File: config.mk
export PLATFORM = sky130hd
export DESIGN_NAME = flash_uart_streamer
export DESIGN_NICKNAME = d
export VERILOG_FILES = /design/src/rtl/flash_uart_streamer.sv
export SDC_FILE = /design/constraint.sdc
export NUM_CORES = 1
export LEC_CHECK = 0
export BUFFER_PORTS_ARGS = -buffer_cell sky130_fd_sc_hd__buf_2
export CAP_MARGIN = 20
export CORE_MARGIN = 2
export CORE_UTILIZATION = 45
export DETAILED_ROUTE_END_ITERATION = 10
export GPL_TIMING_DRIVEN = 1
export SETUP_SLACK_MARGIN = 0.5
export SLEW_MARGIN = 15
export SYNTH_ARGS = -nofsm -noshare
export SYNTH_HDL_FRONTEND = slang
export SYNTH_SLANG_ARGS = --single-unit
File: constraint.sdc
create_clock -name clk -period 12.45 [get_ports clk]
set_clock_uncertainty 0.1 [all_clocks]
set_input_delay 2.49 -clock clk [delete_from_list [all_inputs] [get_ports clk]]
set_output_delay 2.49 -clock clk [all_outputs]
set_load 0.02 [all_outputs]
File: src/rtl/flash_uart_streamer.sv
`timescale 1ns/1ps
// flash_uart_streamer
//
// Streams a flash address window out over a UART TX byte interface. Every
// PERIOD_CYCLES the engine issues a burst read of up to BURST_LEN bytes to
// the SPI flash controller and pushes the returned bytes into a data FIFO.
// The FIFO drains onto the TX byte handshake in strict address order.
// Bytes received from the UART RX side are echoed through a one-entry slot
// that wins arbitration over the FIFO.
//
// Ports
//   clk, rst_n              clock, asynchronous active-low reset
//   enable                  run request (level)
//   single_pass             1: stop in DONE after one window pass, 0: wrap
//   flash_read*             request/ack burst read port of the flash ctrl
//   rx_data, rx_data_valid  received UART byte (one-cycle pulse)
//   tx_data*                UART TX byte handshake
//   busy, done              status (busy in WAIT/READ, done in DONE)
//   overflow, rx_drop       sticky error flags, cleared only by reset
//   dbg_state               current FSM state (0 IDLE, 1 WAIT, 2 READ, 3 DONE)
//
// TX handshake: a byte transfers on every rising clk edge where
// tx_data_valid and tx_data_ready are both high. Once raised, tx_data_valid
// and tx_data stay stable until that transfer; valid drops for one cycle
// after each transfer before the next byte is registered.
module flash_uart_streamer #(
    parameter int unsigned BURST_LEN     = 16,
    parameter int unsigned FIFO_DEPTH    = 32,
    parameter logic [23:0] START_ADDR    = 24'h000000,
    parameter logic [23:0] END_ADDR      = 24'h7FFFFF,
    parameter int unsigned PERIOD_CYCLES = 12_500_000
) (
    input  logic        clk,
    input  logic        rst_n,
    input  logic        enable,
    input  logic        single_pass,
    output logic        flash_read,
    output logic [23:0] flash_read_addr,
    output logic [8:0]  flash_read_size,
    input  logic        flash_read_ack,
    input  logic [7:0]  flash_read_data_out,
    input  logic        flash_read_data_valid,
    input  logic [7:0]  rx_data,
    input  logic        rx_data_valid,
    output logic [7:0]  tx_data,
    output logic        tx_data_valid,
    input  logic        tx_data_ready,
    output logic        busy,
    output logic        done,
    output logic        overflow,
    output logic        rx_drop,
    output logic [1:0]  dbg_state
);

    localparam int unsigned PTR_W     = (FIFO_DEPTH > 1) ? $clog2(FIFO_DEPTH) : 1;
    localparam int unsigned CNT_W     = PTR_W + 1;
    localparam logic [24:0] END_EXT   = {1'b0, END_ADDR};
    localparam logic [31:0] PERIOD_M1 = 32'(PERIOD_CYCLES - 1);

    typedef enum logic [1:0] {
        ST_IDLE = 2'd0,
        ST_WAIT = 2'd1,
        ST_READ = 2'd2,
        ST_DONE = 2'd3
    } state_t;

    state_t            state_q, state_d;
    logic [23:0]       addr_q, addr_d;
    logic [31:0]       timer_q, timer_d;
    logic              flash_read_q, flash_read_d;
    logic [8:0]        size_q, size_d;
    logic [PTR_W-1:0]  wr_ptr_q, wr_ptr_d;
    logic [PTR_W-1:0]  rd_ptr_q, rd_ptr_d;
    logic [CNT_W-1:0]  count_q, count_d;
    logic              echo_full_q, echo_full_d;
    logic [7:0]        echo_data_q, echo_data_d;
    logic [7:0]        tx_data_q, tx_data_d;
    logic              tx_valid_q, tx_valid_d;
    logic              tx_src_echo_q, tx_src_echo_d;
    logic              overflow_q, overflow_d;
    logic              rx_drop_q, rx_drop_d;

    logic [7:0]        fifo_mem [FIFO_DEPTH];

    logic [24:0]       remaining;
    logic [8:0]        burst_size;
    logic [CNT_W-1:0]  fifo_free;
    logic              space_ok;
    logic              timer_done;
    logic [24:0]       next_addr;
    logic              tx_fire;
    logic              fifo_pop;
    logic              echo_clear;
    logic              fifo_full;
    logic              flash_byte;
    logic              fifo_wr;

    function automatic logic [PTR_W-1:0] ptr_inc(input logic [PTR_W-1:0] p);
        return (p == PTR_W'(FIFO_DEPTH - 1)) ? '0 : p + PTR_W'(1);
    endfunction

    // Burst size is clipped so the last burst never reads past END_ADDR.
    always_comb begin
        remaining  = END_EXT - {1'b0, addr_q} + 25'd1;
        burst_size = (remaining >= 25'(BURST_LEN)) ? 9'(BURST_LEN) : remaining[8:0];
        fifo_free  = CNT_W'(FIFO_DEPTH) - count_q;
        space_ok   = (32'(fifo_free) >= 32'(burst_size));
        timer_done = (timer_q >= PERIOD_M1);
        next_addr  = {1'b0, addr_q} + 25'(size_q);
        tx_fire    = tx_valid_q & tx_data_ready;
        fifo_pop   = tx_fire & ~tx_src_echo_q;
        echo_clear = tx_fire & tx_src_echo_q;
        fifo_full  = (count_q == CNT_W'(FIFO_DEPTH));
        flash_byte = (state_q == ST_READ) & flash_read_data_valid;
        // A pop in the same cycle frees the slot the write needs.
        fifo_wr    = flash_byte & (~fifo_full | fifo_pop);
    end

    // Control FSM
    always_comb begin
        state_d      = state_q;
        addr_d       = addr_q;
        timer_d      = timer_q;
        flash_read_d = flash_read_q;
        size_d       = size_q;
        unique case (state_q)
            ST_IDLE: begin
                if (enable) begin
                    addr_d  = START_ADDR;
                    timer_d = '0;
                    state_d = ST_WAIT;
                end
            end
            ST_WAIT: begin
                if (!enable) begin
                    state_d = ST_IDLE;
                end else begin
                    // Saturate so a long wait for FIFO space cannot wrap.
                    if (timer_q != '1) timer_d = timer_q + 32'd1;
                    if (timer_done && space_ok) begin
                        flash_read_d = 1'b1;
                        size_d       = burst_size;
                        state_d      = ST_READ;
                    end
                end
            end
            ST_READ: begin
                // enable is only looked at on ack so a burst always completes.
                if (flash_read_ack) begin
                    flash_read_d = 1'b0;
                    timer_d      = '0;
                    if (next_addr > END_EXT) begin
                        addr_d  = START_ADDR;
                        state_d = single_pass ? ST_DONE : ST_WAIT;
                    end else begin
                        addr_d  = next_addr[23:0];
                        state_d = ST_WAIT;
                    end
                    if (!enable) state_d = ST_IDLE;
                end
            end
            ST_DONE: begin
                if (!enable) state_d = ST_IDLE;
            end
            default: state_d = ST_IDLE;
        endcase
    end

    // FIFO bookkeeping
    always_comb begin
        wr_ptr_d   = fifo_wr  ? ptr_inc(wr_ptr_q) : wr_ptr_q;
        rd_ptr_d   = fifo_pop ? ptr_inc(rd_ptr_q) : rd_ptr_q;
        count_d    = count_q;
        unique case ({fifo_wr, fifo_pop})
            2'b10:   count_d = count_q + CNT_W'(1);
            2'b01:   count_d = count_q - CNT_W'(1);
            default: count_d = count_q;
        endcase
        overflow_d = overflow_q | (flash_byte & fifo_full & ~fifo_pop);
    end

    // Echo slot and TX arbiter
    always_comb begin
        echo_full_d   = echo_full_q;
        echo_data_d   = echo_data_q;
        rx_drop_d     = rx_drop_q;
        tx_data_d     = tx_data_q;
        tx_valid_d    = tx_valid_q;
        tx_src_echo_d = tx_src_echo_q;

        // The slot stays occupied while its byte sits on tx_data; it frees on
        // the handshake, and a byte arriving in that same cycle is accepted.
        if (echo_clear) echo_full_d = 1'b0;
        if (rx_data_valid) begin
            if (!echo_full_q || echo_clear) begin
                echo_full_d = 1'b1;
                echo_data_d = rx_data;
            end else begin
                rx_drop_d = 1'b1;
            end
        end

        if (tx_fire) begin
            tx_valid_d = 1'b0;
        end else if (!tx_valid_q) begin
            if (echo_full_q) begin
                tx_data_d     = echo_data_q;
                tx_valid_d    = 1'b1;
                tx_src_echo_d = 1'b1;
            end else if (count_q != '0) begin
                tx_data_d     = fifo_mem[rd_ptr_q];
                tx_valid_d    = 1'b1;
                tx_src_echo_d = 1'b0;
            end
        end
    end

    always_ff @(posedge clk or negedge rst_n) begin
        if (!rst_n) begin
            state_q       <= ST_IDLE;
            addr_q        <= START_ADDR;
            timer_q       <= '0;
            flash_read_q  <= 1'b0;
            size_q        <= '0;
            wr_ptr_q      <= '0;
            rd_ptr_q      <= '0;
            count_q       <= '0;
            echo_full_q   <= 1'b0;
            echo_data_q   <= '0;
            tx_data_q     <= '0;
            tx_valid_q    <= 1'b0;
            tx_src_echo_q <= 1'b0;
            overflow_q    <= 1'b0;
            rx_drop_q     <= 1'b0;
        end else begin
            state_q       <= state_d;
            addr_q        <= addr_d;
            timer_q       <= timer_d;
            flash_read_q  <= flash_read_d;
            size_q        <= size_d;
            wr_ptr_q      <= wr_ptr_d;
            rd_ptr_q      <= rd_ptr_d;
            count_q       <= count_d;
            echo_full_q   <= echo_full_d;
            echo_data_q   <= echo_data_d;
            tx_data_q     <= tx_data_d;
            tx_valid_q    <= tx_valid_d;
            tx_src_echo_q <= tx_src_echo_d;
            overflow_q    <= overflow_d;
            rx_drop_q     <= rx_drop_d;
        end
    end

    // Storage needs no reset: occupancy is tracked by the pointers and count.
    always_ff @(posedge clk) begin
        if (fifo_wr) fifo_mem[wr_ptr_q] <= flash_read_data_out;
    end

    assign flash_read      = flash_read_q;
    assign flash_read_addr = addr_q;
    assign flash_read_size = size_q;
    assign tx_data         = tx_data_q;
    assign tx_data_valid   = tx_valid_q;
    assign busy            = (state_q == ST_WAIT) || (state_q == ST_READ);
    assign done            = (state_q == ST_DONE);
    assign overflow        = overflow_q;
    assign rx_drop         = rx_drop_q;
    assign dbg_state       = state_q;

endmodule

==> run metrics, run 1 <==
run status finished clean; routed length per instance roughly 21 µm; largest net degree at the start of global routing a little under 70; antenna cells 0; cell count after placement 1631; type of origin of the critical path flop; Root Driver clkbuf_16; top_reg_cell synth edfxtp_1; Routability Congestion slightly above 0.8; post-placement setup slack 6.94 ns; clock slew at reported path FFs roughly 0.06 ns; total number of vias ~9800; Max VDD drop between 0.0001 and 0.00015 V; Top Metal Used met4; Global Route Usage Sum 19.0%; max_cap viols 0; Power Density 192 nW/µm²; Core Region about 36000 µm²; grt total ovfl 0; Clk pwr share between 30% and 40%; max-slew violations 0; Hold Buf Count CTS 0; Comb power frac roughly a quarter; met2 wire length 16.7 mm; Final Non-Filler Cells 1703; crit path from flash_read_addr[0]; post-synth cell types 67; Mapped Cells between 1000 and 1500; worst setup margin about 7.0 ns; Hold Fails Final Rpt 0; share of layout cells above drive strength 1 19.7%; Die Wd 194 µm; EDFF count, synth 256; sequential share of power 41.2%; crit path DAT 5.80 ns; Final period util 44.2%; vias in the first global route 9657; Chip Height 194 µm; worst r2r src flash_read_addr[0]; Internal Power 2450 µW; Via density 5.75; worst setup path category reg2reg; sw power 1070 µW; Resized cells post-CTS 0; fraction of registers with async set/reset 29.1%; Post-DP HPWL about 23 mm; I/O pin cnt 73; commonest non-fill, non-tap cell in the layout edfxtp_1; fmax 0.182 GHz; Pre-Repair DR Iteration Count 5; total CTS buffers 40; initial core utilization 45.7%; Worst slew margin 30.3%; Num Clock Sinks 361; cell taking the most area after synthesis edfxtp_1; CP Data Required Time 12.76 ns; Yosys top cell area share 47.3%; YS warnings 0; antenna viol nets, final 0; clock latency on the worst-skew pair around 0.53 ns; Post-Syn Area 16300 µm²; CP Capture Type flop; IO buf count 72; row cnt 69; CTS tree done; Synth Net Count 1203; CP peak stage delay 0.88 ns; Iter 0 DRT Violations 621; antenna violations before repair 1; commonest cells after routing, fill and taps aside edfxtp_1 (256), dfrtp_1 (103), nand2_1 (95); critical-path cell list inv_1 -> ha_1 -> nor4b_1 -> nor4b_1 -> mux2i_1 -> a22oi_1 -> nand4_1 -> or4_4 -> nor3_4 -> nand2_1 -> ha_1 -> a21oi_1 -> a21oi_1 -> a2111oi_0 -> nor4_2 -> mux2_1; leakage power a little under 0.007 µW; Layout area overhead 12.7%; Syn Area/Cell 14.2 µm²; #FFs+latches synth 361; routed wire length 35.8 mm; DRC Markers 0; Nets 1271; top cells by area, synth edfxtp_1 (47%), dfrtp_1 (16%), mux4_2 (11%), ha_1 (2.5%), nand2_1 (2.2%); CTS Buffer Depth 3; Max H-tree Level 2; switching part of the total between 30 and 40%; CP max FO 12; Fin Setup TNS 0 ns; hold_sp tx_data[5]; class of the tightest hold or removal check reg2reg; slew of the pin with the lowest slew margin 1.04 ns; post-synthesis sequential area ratio 63.4%; Tmin final 5.50 ns; Die Footprint 37700 µm²; first-pass GRT wire length 56.2 mm; setup bufs post-CTS 0; Final setup viols 0; WL met3 1.99 mm; Metal-1 WL 16.3 mm; RSZ-0062 raised after global routing false; slowest CP cell nor4_2
[layer usage]
metal	GRT usage, %	up-vias
li1	-	4548
met1	27.3	4934
met2	29.9	256
met3	3.67	53
met4	5.13	0
met5	0	-
[sequential cells by signal (all words and copies together) (netlist names)]
| signal | count |
|---|---|
| tx_data | 8 |
| flash_read | 1 |
| overflow | 1 |
| tx_data_valid | 1 |
| wr_ptr_q | 5 |
| echo_data_q | 8 |
| dbg_state | 2 |
| rx_drop | 1 |
| flash_read_addr | 24 |
| tx_src_echo_q | 1 |
| count_q | 6 |
| rd_ptr_q | 5 |
| echo_full_q | 1 |
| timer_q | 32 |
| fifo_mem | 256 |
| flash_read_size | 9 |
[path summary, 6_finish.rpt]
path | cells after the start | slack [ns] | endpoint
setup / recovery | 16 | 6.95 | flash_read_size[0]
max in group asynchronous | 2 | 9.07 | rd_ptr_q[0]
hold / removal | 2 | 0.37 | tx_data[5]
setup reg to reg | 16 | 6.95 | flash_read_size[0]
hold reg to reg | 2 | 0.37 | tx_data[5]
min in group asynchronous | 1 | 1.83 | flash_read_addr[9]
[synthesized netlist by cell type, drive strengths merged, types with 2 or more instances]
library cell	number
nand2	95
and2	4
nand4	13
buf	12
a21oi	45
inv	24
nor4	10
nor2	88
o21bai	5
or3	7
or2	7
a22o	3
nor2b	12
a41oi	2
dfrtp	105
ha	33
o22a	2
mux2i	14
and3	15
o31ai	22
a211oi	3
mux2	13
a21o	9
fa	2
a31o	4
nand2b	4
xor2	14
nand3b	9
edfxtp	256
o221ai	2
o31a	2
o21ai	69
o41ai	3
nor4b	3
nand3	38
clkbuf	43
nor3	21
mux4	80
or4	3
o21a	3
and4	4
xnor2	14
a31oi	12
[worst max-delay path, delay by kind of cell, from the launching register on]
family / cells / cell delay, ns
AOI/OAI and AO/OA: 4 / 0.48
adders and majority gates: 2 / 0.56
buffers and inverters: 1 / 0.12
DFF: 1 / 0.43
muxes: 2 / 0.53
and+or+nand+nor: 7 / 3.14
[through the flow]
step | instance area (µm²) | hold WS [ns] | util, % | total power (µW)
after floorplan | 16300 | 0.367 | - | 2130
after CTS | 18300 | 0.382 | 51.5 | 3560
after global routing | 18300 | 0.415 | 51.5 | 3700
after detailed placement | 17100 | 0.369 | 48.0 | 2430
final | 18300 | 0.373 | 51.5 | 3530
after global placement | 17100 | 0.362 | 48.0 | 2420
[kinds of logic (layout without fill, tap and decap cells)]
family                   count (synthesis)  count (layout)  share of synthesized area, %
multiplexers                           107             107                          12.8
buffers and inverters                   79             177                          1.88
flip-flops                             361             361                          63.4
AND/OR/NAND/NOR                        336             336                          10.1
XOR/XNOR                                28              28                          1.51
other                                    1               1                        0.0231
AO/OA/AOI/OAI                          197             197                          7.47
adder cells (fa/ha/maj)                 35              35                          2.78
[area by class of cell]
cell class | instances | area, µm²
Inverter | 24 | 90.1
Clock inverter | 16 | 173
Timing Repair Buffer | 81 | 430
Clock buffer | 56 | 1080
Tap cell | 461 | 577
Fill cell | 2996 | 17200
Sequential cell | 361 | 10300
Multi-Input combinational cell | 704 | 5660
[power by group through the flow]
| stage | logic, µW | clock network [µW] | registers (µW) |
|---|---|---|---|
| after floorplan | 690 | 0 | 1440 |
| after global placement | 943 | 0 | 1480 |
| after detailed placement | 950 | 0 | 1480 |
| after CTS | 953 | 1160 | 1450 |
| after global routing | 1030 | 1200 | 1470 |
| final | 941 | 1130 | 1450 |
(Power assumes the default switching activity.)
==> run 2, diff against run 1 <==
Settings changed: ABC_AREA set to 1.
Clock period 12.45 ns to 5.3 ns, I/O delays scaled along.
==> run metrics, run 2 <==
run status finished clean; worst setup path category reg2reg; Layout area overhead 11.9%; grt total ovfl 0 (unchanged); DRC Markers 0 (unchanged); #FFs+latches synth 361 (unchanged); row cnt 72 (+4.3%); Die Footprint 40500 µm² (+7.4%); CTS tree done; routed wire length 46.8 mm (+31%); Root Driver clkbuf_16; Post-Route Utilization 50.9% (-0.65 points); Nets 1920 (+51%); Routability Congestion 0.911 (+12%); YS warnings 0 (unchanged); Hold Fails Final Rpt 0 (unchanged); Post-DP HPWL 30.6 mm (+34%); Worst slew margin 43.4% (+13 points); Clk pwr share 30.1% (-2.0 points); Max H-tree Level 2 (unchanged); CP Capture Type flop; Chip Height 201 µm (+3.6%); Final Non-Filler Cells 2411 (+42%); vias in the first global route 13039 (+35%); Final period util 70.7% (+27 points); RSZ-0062 raised after global routing false; CP max FO 11 (-1); CP peak stage delay 0.41 ns (-0.47 ns); CP top delay family simple AND/OR/NAND/NOR gates; top cells by area, synth edfxtp_1 (44%), dfrtp_1 (15%), nor2_1 (6.8%), nand2_1 (5.8%), o21ai_0 (5.6%); Yosys top cell area share 43.9% (-3.3 points); CTS Buffer Depth 3 (unchanged); clock slew at reported path FFs 0.05 ns (about the same); Biggest register fifo_mem; synth cell count leaders nor2_1 (316), nand2_1 (268), edfxtp_1 (256), o21ai_0 (196), nand3_1 (136); Comb power frac 30.7% (+4.0 points); total CTS buffers 41 (+2.5%); slew of the pin with the lowest slew margin 0.846 ns (-0.191 ns); Syn Area/Cell 9.70 µm² (-32%); fillcell total 3539 (+18%); antenna violations before repair 0 (-1); max-slew violations 0 (unchanged); critical-path cell list inv_1 -> ha_1 -> nand3_2 -> nor2_4 -> xor2_1 -> nand3_1 -> nor2_1 -> nand3_1 -> nor2_2 -> nand3_1 -> ha_1 -> a21oi_1 -> nor2_1 -> nor2_1 -> o211ai_1 -> nand2_1 -> nand2_1 -> nand3_1 -> inv_1 -> nand4_1 -> nand2_1; most frequent CP cell nand3_1; Fin Setup TNS 0 ns (unchanged); Power Density 455 nW/µm² (+140%); WHS 0.389 ns (+0.0157 ns); Via density 5.63 (-2.2%); post-synthesis sequential area ratio 59.0% (-4.5 points); max_cap viols 0 (unchanged); Die Wd 201 µm (+3.6%); commonest cells after routing, fill and taps aside nor2_1 (316), nand2_1 (268), edfxtp_1 (256); largest net degree at the start of global routing 70 (+1.4%); post-synth cell types 45 (-33%); type of origin of the critical path flop; Resized cells post-CTS 0 (unchanged); routed length per instance 19.4 µm (-7.7%); crit path DAT 4.10 ns (-1.70 ns); class of the tightest hold or removal check reg2reg; switching part of the total 37.8% (+7.3 points); Post-Syn Area 17500 µm² (+7.6%); clock latency on the worst-skew pair 0.58 ns (+0.05 ns); Core Region 38500 µm² (+8.1%); Mapped Cells 1804 (+58%); Iter 0 DRT Violations 937 (+51%); I/O pin cnt 73 (unchanged); Num Clock Sinks 361 (unchanged); Global Route Usage Sum 23.3% (+4.2 points); fraction of registers with async set/reset 29.1% (unchanged); setup bufs post-CTS 0 (unchanged); Tmin final 3.75 ns (-1.75 ns); EDFF count, synth 256 (unchanged); cell taking the most area after synthesis edfxtp_1; IO buf count 72 (unchanged); top_reg_cell synth edfxtp_1; CP Data Required Time 5.65 ns (-7.11 ns); antenna cells 0 (unchanged); commonest non-fill, non-tap cell in the layout nor2_1; Final setup viols 0 (unchanged); Hold Buf Count CTS 0 (unchanged); slowest CP cell dfrtp_1; Internal Power 5540 µW (+130%); Max VDD drop 0.000269 V (+93%); max reg flops 256 (unchanged); Pre-Repair DR Iteration Count 5 (unchanged); total number of vias 13562 (+39%); antenna viol nets, final 0 (unchanged); share of layout cells above drive strength 1 9.61% (-10 points); fmax 0.267 GHz (+47%); sequential share of power 39.2% (-2.0 points); leakage power 0.00766 µW (+14%); worst path bufs/invs 2 (+1); cell count after placement 2335 (+43%); initial core utilization 45.5% (-0.25 points); count leader, synth nor2_1; sw power 3370 µW (+210%); Synth Net Count 1863 (+55%); first-pass GRT wire length 73.9 mm (+31%)
-- run 2: changes by cell type after synthesis, sizes merged, moves of 19 or more --
cell / delta
o221ai: +21
nand3: +101
nand4: +22
mux4: -80
o211ai: +41
nor2: +242
o21ai: +141
xor2: +19
nand2: +176
inv: +95
-- run 2: cell type report --
| class | instances | area, µm² | area share, % |
|---|---|---|---|
| clock inverters | 21 | 171 | 0.876 |
| multi-input cells | 1249 | 6400 | 32.7 |
| repair buffers | 86 | 475 | 2.43 |
| inverters | 122 | 459 | 2.35 |
| clock buffers | 54 | 1090 | 5.59 |
| flip-flops and latches | 361 | 10300 | 52.7 |
| well taps | 518 | 648 | 3.31 |
-- run 2: path summary, 6_finish.rpt --
kind	startpoint	to	slack, ns	cells past startpoint
setup / recovery	flash_read_addr[0]	flash_read_size[3]	1.55	21
hold / removal	tx_data[6]	tx_data[6]	0.39	2
setup reg to reg	flash_read_addr[0]	flash_read_size[3]	1.55	21
hold reg to reg	tx_data[6]	tx_data[6]	0.39	2
max in group asynchronous	rst_n	timer_q[13]	3.65	2
min in group asynchronous	rst_n	flash_read_addr[21]	0.46	1
-- run 2: worst register-to-register path: cells and delay by family, from the launching register on --
family                     cells  cell delay [ns]
AOI/OAI and AO/OA              2             0.24
xor gates and xnor gates       1             0.20
adders and majority gates      2             0.59
buffers and inverters          2             0.33
DFF                            1             0.41
and+or+nand+nor               14             1.78
-- run 2: power groups by stage --
| stage | sequential, µW | clock (µW) | combinational, µW |
|---|---|---|---|
| 2_1_floorplan | 3420 | 0 | 1950 |
| 3_3_place_gp | 3540 | 0 | 2700 |
| 3_5_place_dp | 3540 | 0 | 2720 |
| 4_1_cts | 3490 | 2740 | 2730 |
| 5_1_grt | 3520 | 2840 | 3050 |
| 6_report | 3500 | 2680 | 2730 |
-- run 2: metal layers --
metal	vias up	share of wire, %	GRT usage [%]
met2	484	45	35.5
li1	6416	-	-
met5	-	0	0
met4	0	2.8	8.10
met1	6569	46	33.7
met3	93	7.0	3.98
-- run 2: logic make-up (layout without fill, tap and decap cells) --
kind of cell	count (synthesis)	count (layout)	share of synthesized area [%]
muxes	8	8	0.515
adders and majority gates	35	35	2.59
buffers and inverters	194	283	4.42
other	1	1	0.0214
DFF	361	361	59.0
and+or+nand+nor	823	823	20.2
xor gates and xnor gates	41	41	2.05
AOI/OAI and AO/OA	341	341	11.2
-- run 2: stage by stage --
stage	setup slack (ns)	total power (µW)	instance area (µm²)
2_1_floorplan	1.92	5370	17500
3_3_place_gp	1.58	6250	18300
3_5_place_dp	1.55	6260	18300
4_1_cts	1.54	8960	19600
5_1_grt	1.07	9420	19600
6_report	1.55	8910	19600
